--- src/rtl/sn_dispatch_arbiter.sv ---
// Round-robin dispatcher: grants one packetfilter core per packet and steers the
// upstream snooper's write/done strobes to that core only, with a one-cycle ack handshake.
module sn_dispatch_arbiter #(
   parameter int N_CORES           = 4,
   parameter int SN_FWD_DATA_WIDTH = 64,
   parameter int SN_FWD_ADDR_WIDTH = 8,
   parameter int INC_WIDTH         = 4
) (
   input  logic                         clk,
   input  logic                         rst,
   input  logic [SN_FWD_ADDR_WIDTH-1:0] up_addr,
   input  logic [SN_FWD_DATA_WIDTH-1:0] up_wr_data,
   input  logic [INC_WIDTH-1:0]         up_byte_inc,
   input  logic                         up_wr_en,
   input  logic                         up_done,
   output logic                         up_rdy,
   output logic [SN_FWD_ADDR_WIDTH-1:0] core_sn_addr,
   output logic [SN_FWD_DATA_WIDTH-1:0] core_sn_wr_data,
   output logic [INC_WIDTH-1:0]         core_sn_byte_inc,
   output logic [N_CORES-1:0]           core_sn_wr_en,
   output logic [N_CORES-1:0]           core_sn_done,
   output logic [N_CORES-1:0]           core_rdy_for_sn_ack,
   input  logic [N_CORES-1:0]           core_rdy_for_sn,
   output logic [3:0]                   grant_idx,
   output logic [31:0]                  pkt_count,
   output logic                         wr_drop
);

   typedef enum logic [1:0] {IDLE, ACK, STREAM} state_t;

   state_t      state_q, state_d;
   logic [3:0]  rr_q, rr_d;
   logic [3:0]  grant_q, grant_d;
   logic [31:0] pkt_q;
   logic        pkt_inc;
   logic        drop_q, drop_d;
   logic [15:0] rdy_pad;
   logic [15:0] grant_oh;
   logic [3:0]  cand;
   logic [3:0]  pick;
   logic        found;

   assign core_sn_addr     = up_addr;
   assign core_sn_wr_data  = up_wr_data;
   assign core_sn_byte_inc = up_byte_inc;
   assign grant_idx        = grant_q;
   assign pkt_count        = pkt_q;
   assign wr_drop          = drop_q;

   // First ready core at or after rr_q, wrapping modulo N_CORES.
   always_comb begin
      rdy_pad                = '0;
      rdy_pad[N_CORES-1:0]   = core_rdy_for_sn;
      found                  = 1'b0;
      pick                   = '0;
      cand                   = '0;
      for (int unsigned i = 0; i < N_CORES; i++) begin
         cand = 4'((32'(rr_q) + i) % N_CORES);
         if (!found && rdy_pad[cand]) begin
            found = 1'b1;
            pick  = cand;
         end
      end
   end

   always_comb begin
      state_d             = state_q;
      grant_d             = grant_q;
      rr_d                = rr_q;
      pkt_inc             = 1'b0;
      drop_d              = drop_q;
      up_rdy              = 1'b0;
      core_sn_wr_en       = '0;
      core_sn_done        = '0;
      core_rdy_for_sn_ack = '0;
      grant_oh            = 16'd1 << grant_q;
      case (state_q)
         IDLE: begin
            if (found) begin
               grant_d = pick;
               state_d = ACK;
            end
         end
         ACK: begin
            core_rdy_for_sn_ack = grant_oh[N_CORES-1:0];
            state_d             = STREAM;
         end
         STREAM: begin
            up_rdy        = 1'b1;
            core_sn_wr_en = grant_oh[N_CORES-1:0] & {N_CORES{up_wr_en}};
            core_sn_done  = grant_oh[N_CORES-1:0] & {N_CORES{up_done}};
            if (up_done) begin
               state_d = IDLE;
               rr_d    = 4'((32'(grant_q) + 32'd1) % N_CORES);
               grant_d = '0;
               pkt_inc = 1'b1;
            end
         end
         default: state_d = IDLE;
      endcase
      if (state_q != STREAM && (up_wr_en || up_done))
         drop_d = 1'b1;
   end

   always_ff @(posedge clk or posedge rst) begin
      if (rst) begin
         state_q <= IDLE;
         rr_q    <= '0;
         grant_q <= '0;
         drop_q  <= 1'b0;
      end else begin
         state_q <= state_d;
         rr_q    <= rr_d;
         grant_q <= grant_d;
         drop_q  <= drop_d;
      end
   end

   // Written only on increment so an externally preloaded value is retained.
   always_ff @(posedge clk or posedge rst) begin
      if (rst)
         pkt_q <= '0;
      else if (pkt_inc)
         pkt_q <= pkt_q + 32'd1;
   end

endmodule

--- config.mk ---
export PLATFORM = sky130hd
export DESIGN_NAME = sn_dispatch_arbiter
export DESIGN_NICKNAME = d
export VERILOG_FILES = /design/src/rtl/sn_dispatch_arbiter.sv
export SDC_FILE = /design/constraint.sdc
export NUM_CORES = 1
export LEC_CHECK = 0
export ABC_CLOCK_PERIOD_IN_PS = 1800
export CAP_MARGIN = 20
export CORE_UTILIZATION = 30
export DETAILED_ROUTE_END_ITERATION = 7
export PLACE_DENSITY = 0.89
export SETUP_SLACK_MARGIN = 0.1
export SLEW_MARGIN = 20
export SYNTH_ARGS = -nofsm -noshare
export SYNTH_HDL_FRONTEND = slang
export SYNTH_SLANG_ARGS = --single-unit
--- constraint.sdc ---
create_clock -name clk -period 1.8 [get_ports clk]
set_clock_uncertainty 0.2 [all_clocks]
set_input_delay 0.36 -clock clk [delete_from_list [all_inputs] [get_ports clk]]
set_output_delay 0.36 -clock clk [all_outputs]
set_load 0.02 [all_outputs]
==> results_dict.tcl, run 1 <==
set metrics [dict create \
    outcome "complete, but fails checks" \
    violations "setup timing" \
    drtIter0Drc 36 \
    clock_sinks 39 \
    avgSynthCellArea_um2 9.816 \
    netlist-cell-type-count 31 \
    vias 1801 \
    grt_pass1_vias 1774 \
    cts.clk_slew.worst_paths_ns 0.09 \
    drc 0 \
    dp_hpwl_um 3816 \
    ant_nets 0 \
    clock-root-buffer "clkbuf_8" \
    ios 210 \
    powerDensity_mw_per_mm2 1013 \
    grt_antenna_before_repair 0 \
    cts_buffer_depth 2 \
    crit_fanout 5 \
    fin_ws_ns -0.1355 \
    timing.setup.tns_ns -1.716 \
    overflow 0 \
    vdd_drop_max_v 0.0005374 \
    start_kind "flip-flop" \
    final_cell_area_mm2 0.003393 \
    diodes 0 \
    viasPerCell 4.715 \
    wl_per_cell_um 15.43 \
    hold_path.class "primary input to async pin" \
    startpoint "state_q[0]$_DFFE_PP0P_" \
    p_total_uw 3437 \
    port_buffers 55 \
    period_share 1.075 \
    r2r_end "pkt_count[15]$_DFFE_PP0P_" \
    drive_above_1_share 0.4910 \
    core_area_mm2 0.008175 \
    setup_viol 23 \
    rsz0062_at_grt "yes" \
    drtPass1Iterations 4 \
    rrSetupSlack_ns -0.08 \
    endpoint_kind "output pin" \
    worst-endpoint-arrival_ns 1.38 \
    synth_seq_area_share 0.3854 \
    layout_min_cycle_time_ns 1.936 \
    synthFlopType "dfrtp_1" \
    gp_congestion 0.8503 \
    grt_util_all_layers 0.1293 \
    cp_data_required_time_ns 1.24 \
    synth-edff-count 0 \
    initial_core_util 0.3098 \
    worstSetupPathType "flip-flop to output pin" \
    synth_seq_cells 39 \
    synth_cells 258 \
    nNetsFinal 365 \
    hold_viol 0 \
    htreeDepth 2 \
    grt_pass1_wl_um 8832 \
    die_h_um 93.88 \
    num_rows 33 \
    cts_tree "done" \
    area_growth_pct 33.99 \
    synth_area_mm2 0.002532 \
    ff2ff_path_depth 7 \
    clkLatencyLatePin_ns 0.30 \
    worstReg2RegStart "state_q[0]$_DFFE_PP0P_" \
    fmaxAchievable_mhz 516.7 \
    dieArea_mm2 0.008813 \
    cts_buffers 5 \
    place_area_mm2 0.002845 \
    drv_cap 0 \
    ys_warn_count 0 \
    leakagePower_uw 0.001698 \
    grt_max_degree 40 \
    totalWireLength_um 5893 \
    cts_hold_buf 0 \
    die_w_um 93.88 \
    synthArstFlopShare 1.000 \
    maxSlewViolCount 0 \
]
## synth_stat cells (4+ instances only)
library cell | number | area (µm²)
and2_1 | 6 | 37.54
and3_1 | 12 | 75.07
buf_4 | 79 | 593.1
dfrtp_1 | 39 | 975.9
ha_1 | 5 | 62.56
inv_1 | 6 | 22.52
nand2_1 | 16 | 60.06
nand3_1 | 15 | 75.07
nand4_1 | 10 | 62.56
nor2_1 | 7 | 26.28
nor2b_1 | 5 | 31.28
o21ai_0 | 4 | 20.02
xnor2_1 | 25 | 219.0
xor2_1 | 6 | 52.55
## stage by stage
stage                     std cells  worst slack [ns]  hold slack (ns)    util
final                           382           -0.1355           0.2198  0.4151
after global routing            382           -0.1819           0.2239  0.4151
after CTS                       378           -0.1150           0.2287  0.3965
after detailed placement        360           -0.4557           0.2645  0.3480
after global placement          360           -0.4237           0.2615  0.3480
after floorplan                 259           0.04513           0.3050       -
## repair_timing
action,4_1_cts,5_1_grt
endpoints found under the setup margin,77,53
gates cloned,3,0
pin swaps,27,14
buffers inserted,9,9
resized for setup,187,36
## how the worst max path moves through the flow
| stage | end | depth (start not counted) |
|---|---|---|
| after floorplan | pkt_count[28]$_DFFE_PP0P_ | 5 |
| after global placement | pkt_count[20]$_DFFE_PP0P_ | 7 |
| after detailed placement | core_sn_wr_en[1] | 3 |
| after CTS | core_sn_wr_en[1] | 4 |
| after global routing | core_sn_done[0] | 4 |
| final | core_sn_wr_en[1] | 4 |
## worst max-delay path: stages, from the launching register on
cell and delay, ns:
dfrtp_2 0.42, buf_4 0.16, nor2b_4 0.17, and3_2 0.22, buf_6 0.12
## flip-flops by register name, summed over array words and instances (netlist names)
register	flops
pkt_count	32
grant_idx	2
rr_q	2
state_q	2
wr_drop	1
## routing by layer
metal	share of wire	GRT usage	vias up	wire length (µm)
met2	0.53	0.2178	62	3103
met5	0	0	-	0
met3	0.070	0.04612	28	410
li1	-	-	827	-
met4	0.024	0.05769	0	141
met1	0.38	0.1462	884	2237
## layout by cell type, fill, tap and decap left out, types with 4 or more instances in the layout
cell type        count
xnor2_1             20
dfrtp_1             20
nor2_1               4
clkbuf_8             5
and2_4               5
nand3_4              4
buf_6               29
nand2_1              9
dlygate4sd2_1       29
and3_1               5
inv_1                4
ha_4                 4
nand3_1              6
and3_4               5
xnor2_2              5
nand4_1             10
nand3_2              5
nand2_4              4
clkdlybuf4s50_1      6
xor2_1               6
dfrtp_2             19
buf_4               19
## report_power, final
part	switching [µW]	internal [µW]	total, µW
Clock	315	413	727
Sequential	209	1010	1220
Combinational	674	817	1490
## cells by family after synthesis
family,count (synthesis),synth area share
other,1,0.001481
multiplexers,2,0.008893
flip-flops,39,0.3854
buffers and inverters,86,0.2446
XOR/XNOR,31,0.1072
AND/OR/NAND/NOR,83,0.2011
adder cells (fa/ha/maj),5,0.02470
AO/OA/AOI/OAI,11,0.02668
## cell type report
type                       count  area, µm²
fill                         752       4782
timing repair buffer          89      843.3
sequential                    39      999.7
tap                          105      131.4
multi-input combinational    135       1284
clock buffer                   5      68.82
inverter                       6      22.52
clock inverter                 3      43.79
No activity file was read; power rests on OpenSTA's default activity.
==> inputs of run 2 (changes only) <==
- GPL_TIMING_DRIVEN: default -> 0
- SLEW_MARGIN: 20 -> 25
==> run 2 against run 1 <==
Net effect: register-to-register slack lost 0.04 ns; cell count grew 37%; flip-flop and latch count unchanged; largest power group unchanged; die area unchanged; global-route usage grew 1.1 points; sequential share of layout area decreased by 7.6 points; final area is 34% higher; highest routed layer unchanged; the run still ends with setup timing left.
==> results_dict.tcl, run 2 (synthesis gave the netlist of run 1 again) <==
set metrics [dict create \
    rsz0062_at_grt "yes" \
    crit_fanout 5 \
    grt_max_degree 22 \
    fill_cells 725 \
    finalNonFillerCells 523 \
    violations "setup timing" \
    cts_hold_buf 0 \
    grt_antenna_before_repair 0 \
    maxSlewViolCount 0 \
    drv_cap 0 \
    worst-path-buf-inv 2 \
    ios 210 \
    drive_above_1_share 0.4641 \
    grt_util_all_layers 0.1406 \
    die_w_um 93.88 \
    cts_buffer_depth 2 \
    fin_ws_ns -0.1441 \
    vias 2357 \
    drtPass1Iterations 6 \
    dp_cells 495 \
    hold_viol 0 \
    layout_min_cycle_time_ns 1.944 \
    largest_reg_flops 32 \
    fmaxAchievable_mhz 514.4 \
    die_h_um 93.88 \
    initial_core_util 0.3098 \
    dp_hpwl_um 4974 \
    dp_slack_ns -0.5240 \
    setup_viol 32 \
    fin_hold_ws_ns 0.1932 \
    p_total_uw 3611 \
    ant_nets 0 \
    nNetsFinal 506 \
    cts_tree "done" \
    htreeDepth 2 \
    most-common-layout-cells "91 x buf_4, 82 x clkdlybuf4s50_1, 25 x dlygate4sd2_1" \
    area_growth_pct 80.09 \
    totalWireLength_um 6709 \
    viasPerCell 4.507 \
    cpMostUsedCell "buf_6" \
    hold_path.class "primary input to async pin" \
    layout_commonest_cell "buf_4" \
    core_area_mm2 0.008175 \
    clkLatencyLatePin_ns 0.30 \
    num_rows 33 \
    critPathMaxStageDelay_ns 0.44 \
    gp_congestion 0.7766 \
    cp_data_required_time_ns 1.24 \
    worstSetupPathType "flip-flop to output pin" \
    wl_per_cell_um 12.83 \
    drtIter0Drc 44 \
    grt_pass1_vias 2224 \
    grt_pass1_wl_um 9798 \
    start_kind "flip-flop" \
    drc 0 \
    crit_family "flip-flops" \
    outcome "complete, but fails checks" \
    period_share 1.080 \
    diodes 0 \
    clock_sinks 39 \
    worst-endpoint-arrival_ns 1.38 \
    dieArea_mm2 0.008813 \
    crit_cells 4 \
    cts_buffers 5 \
    leakagePower_uw 0.002196 \
    cpMaxStageDelayCell "dfrtp_2" \
    ff2ff_path_depth 7 \
    port_buffers 130 \
    powerDensity_mw_per_mm2 791.8 \
    crit_chain "nor2b_4 -> buf_6 -> and3_4 -> buf_6" \
    cts.clk_slew.worst_paths_ns 0.08 \
    clock-root-buffer "clkbuf_8" \
    vdd_drop_max_v 0.0005764 \
    endpoint_kind "output pin" \
    overflow 0 \
]
==> run 2: cell types whose count changed in the layout (fill, tap and decap cells not counted), sizes merged <==
cell,delta
buf,+63
clkbuf,+6
clkdlybuf4s15,+1
clkdlybuf4s50,+76
dlygate4sd2,-4
nor2b,-1
==> run 2: where the power goes <==
group          switching (µW)  internal (µW)  leakage [µW]
clock network             333            413     0.0000581
registers                 218           1010      0.000497
logic                     742            894       0.00164
total                    1290           2320       0.00220
==> run 2: timing repair <==
item / CTS / global route
gates cloned: 1 / 2
setup buffers: 6 / 11
pin swaps: 7 / 14
gates resized for setup: 138 / 52
setup endpoints to repair: 68 / 50
==> run 2: path summary, 6_finish.rpt <==
path / from / end / slack, ns
max: state_q[0]$_DFFE_PP0P_ / core_sn_done[2] / -0.14
min: rst / pkt_count[26]$_DFFE_PP0P_ / 0.19
max reg2reg: state_q[0]$_DFFE_PP0P_ / pkt_count[20]$_DFFE_PP0P_ / -0.12
min reg2reg: wr_drop$_DFFE_PP0P_ / wr_drop$_DFFE_PP0P_ / 0.27
max in group asynchronous: rst / pkt_count[5]$_DFFE_PP0P_ / 0.73
min in group clk: up_done / wr_drop$_DFFE_PP0P_ / 0.21
==> run 2: final cells by class <==
cell class                      instances  area [µm²]  share of cell area
Tap cell                              105       131.4             0.02881
Timing Repair Buffer                  151        1509              0.3309
Sequential cell                        39       998.5              0.2189
Buffer                                 80       608.1              0.1333
Multi-Input combinational cell        134        1176              0.2579
Clock buffer                            5       68.82             0.01509
Clock inverter                          3       43.79            0.009602
Inverter                                6       25.02            0.005487
==> run 2: metal layers <==
layer	GRT usage	vias to the layer above	share of wire
li1	-	1096	-
met1	0.1483	1138	0.35
met2	0.2682	116	0.57
met3	0.03964	7	0.074
met4	0.03974	0	0.010
met5	0	-	0
==> run 2: per-stage QoR <==
step	util	setup TNS (ns)	area (µm²)
3_5_place_dp	0.4959	-9.091	4054
4_1_cts	0.5275	-1.206	4313
6_report	0.5579	-2.388	4561
2_1_floorplan	-	0	2594
5_1_grt	0.5579	-4.373	4561
3_3_place_gp	0.4925	-25.89	4026
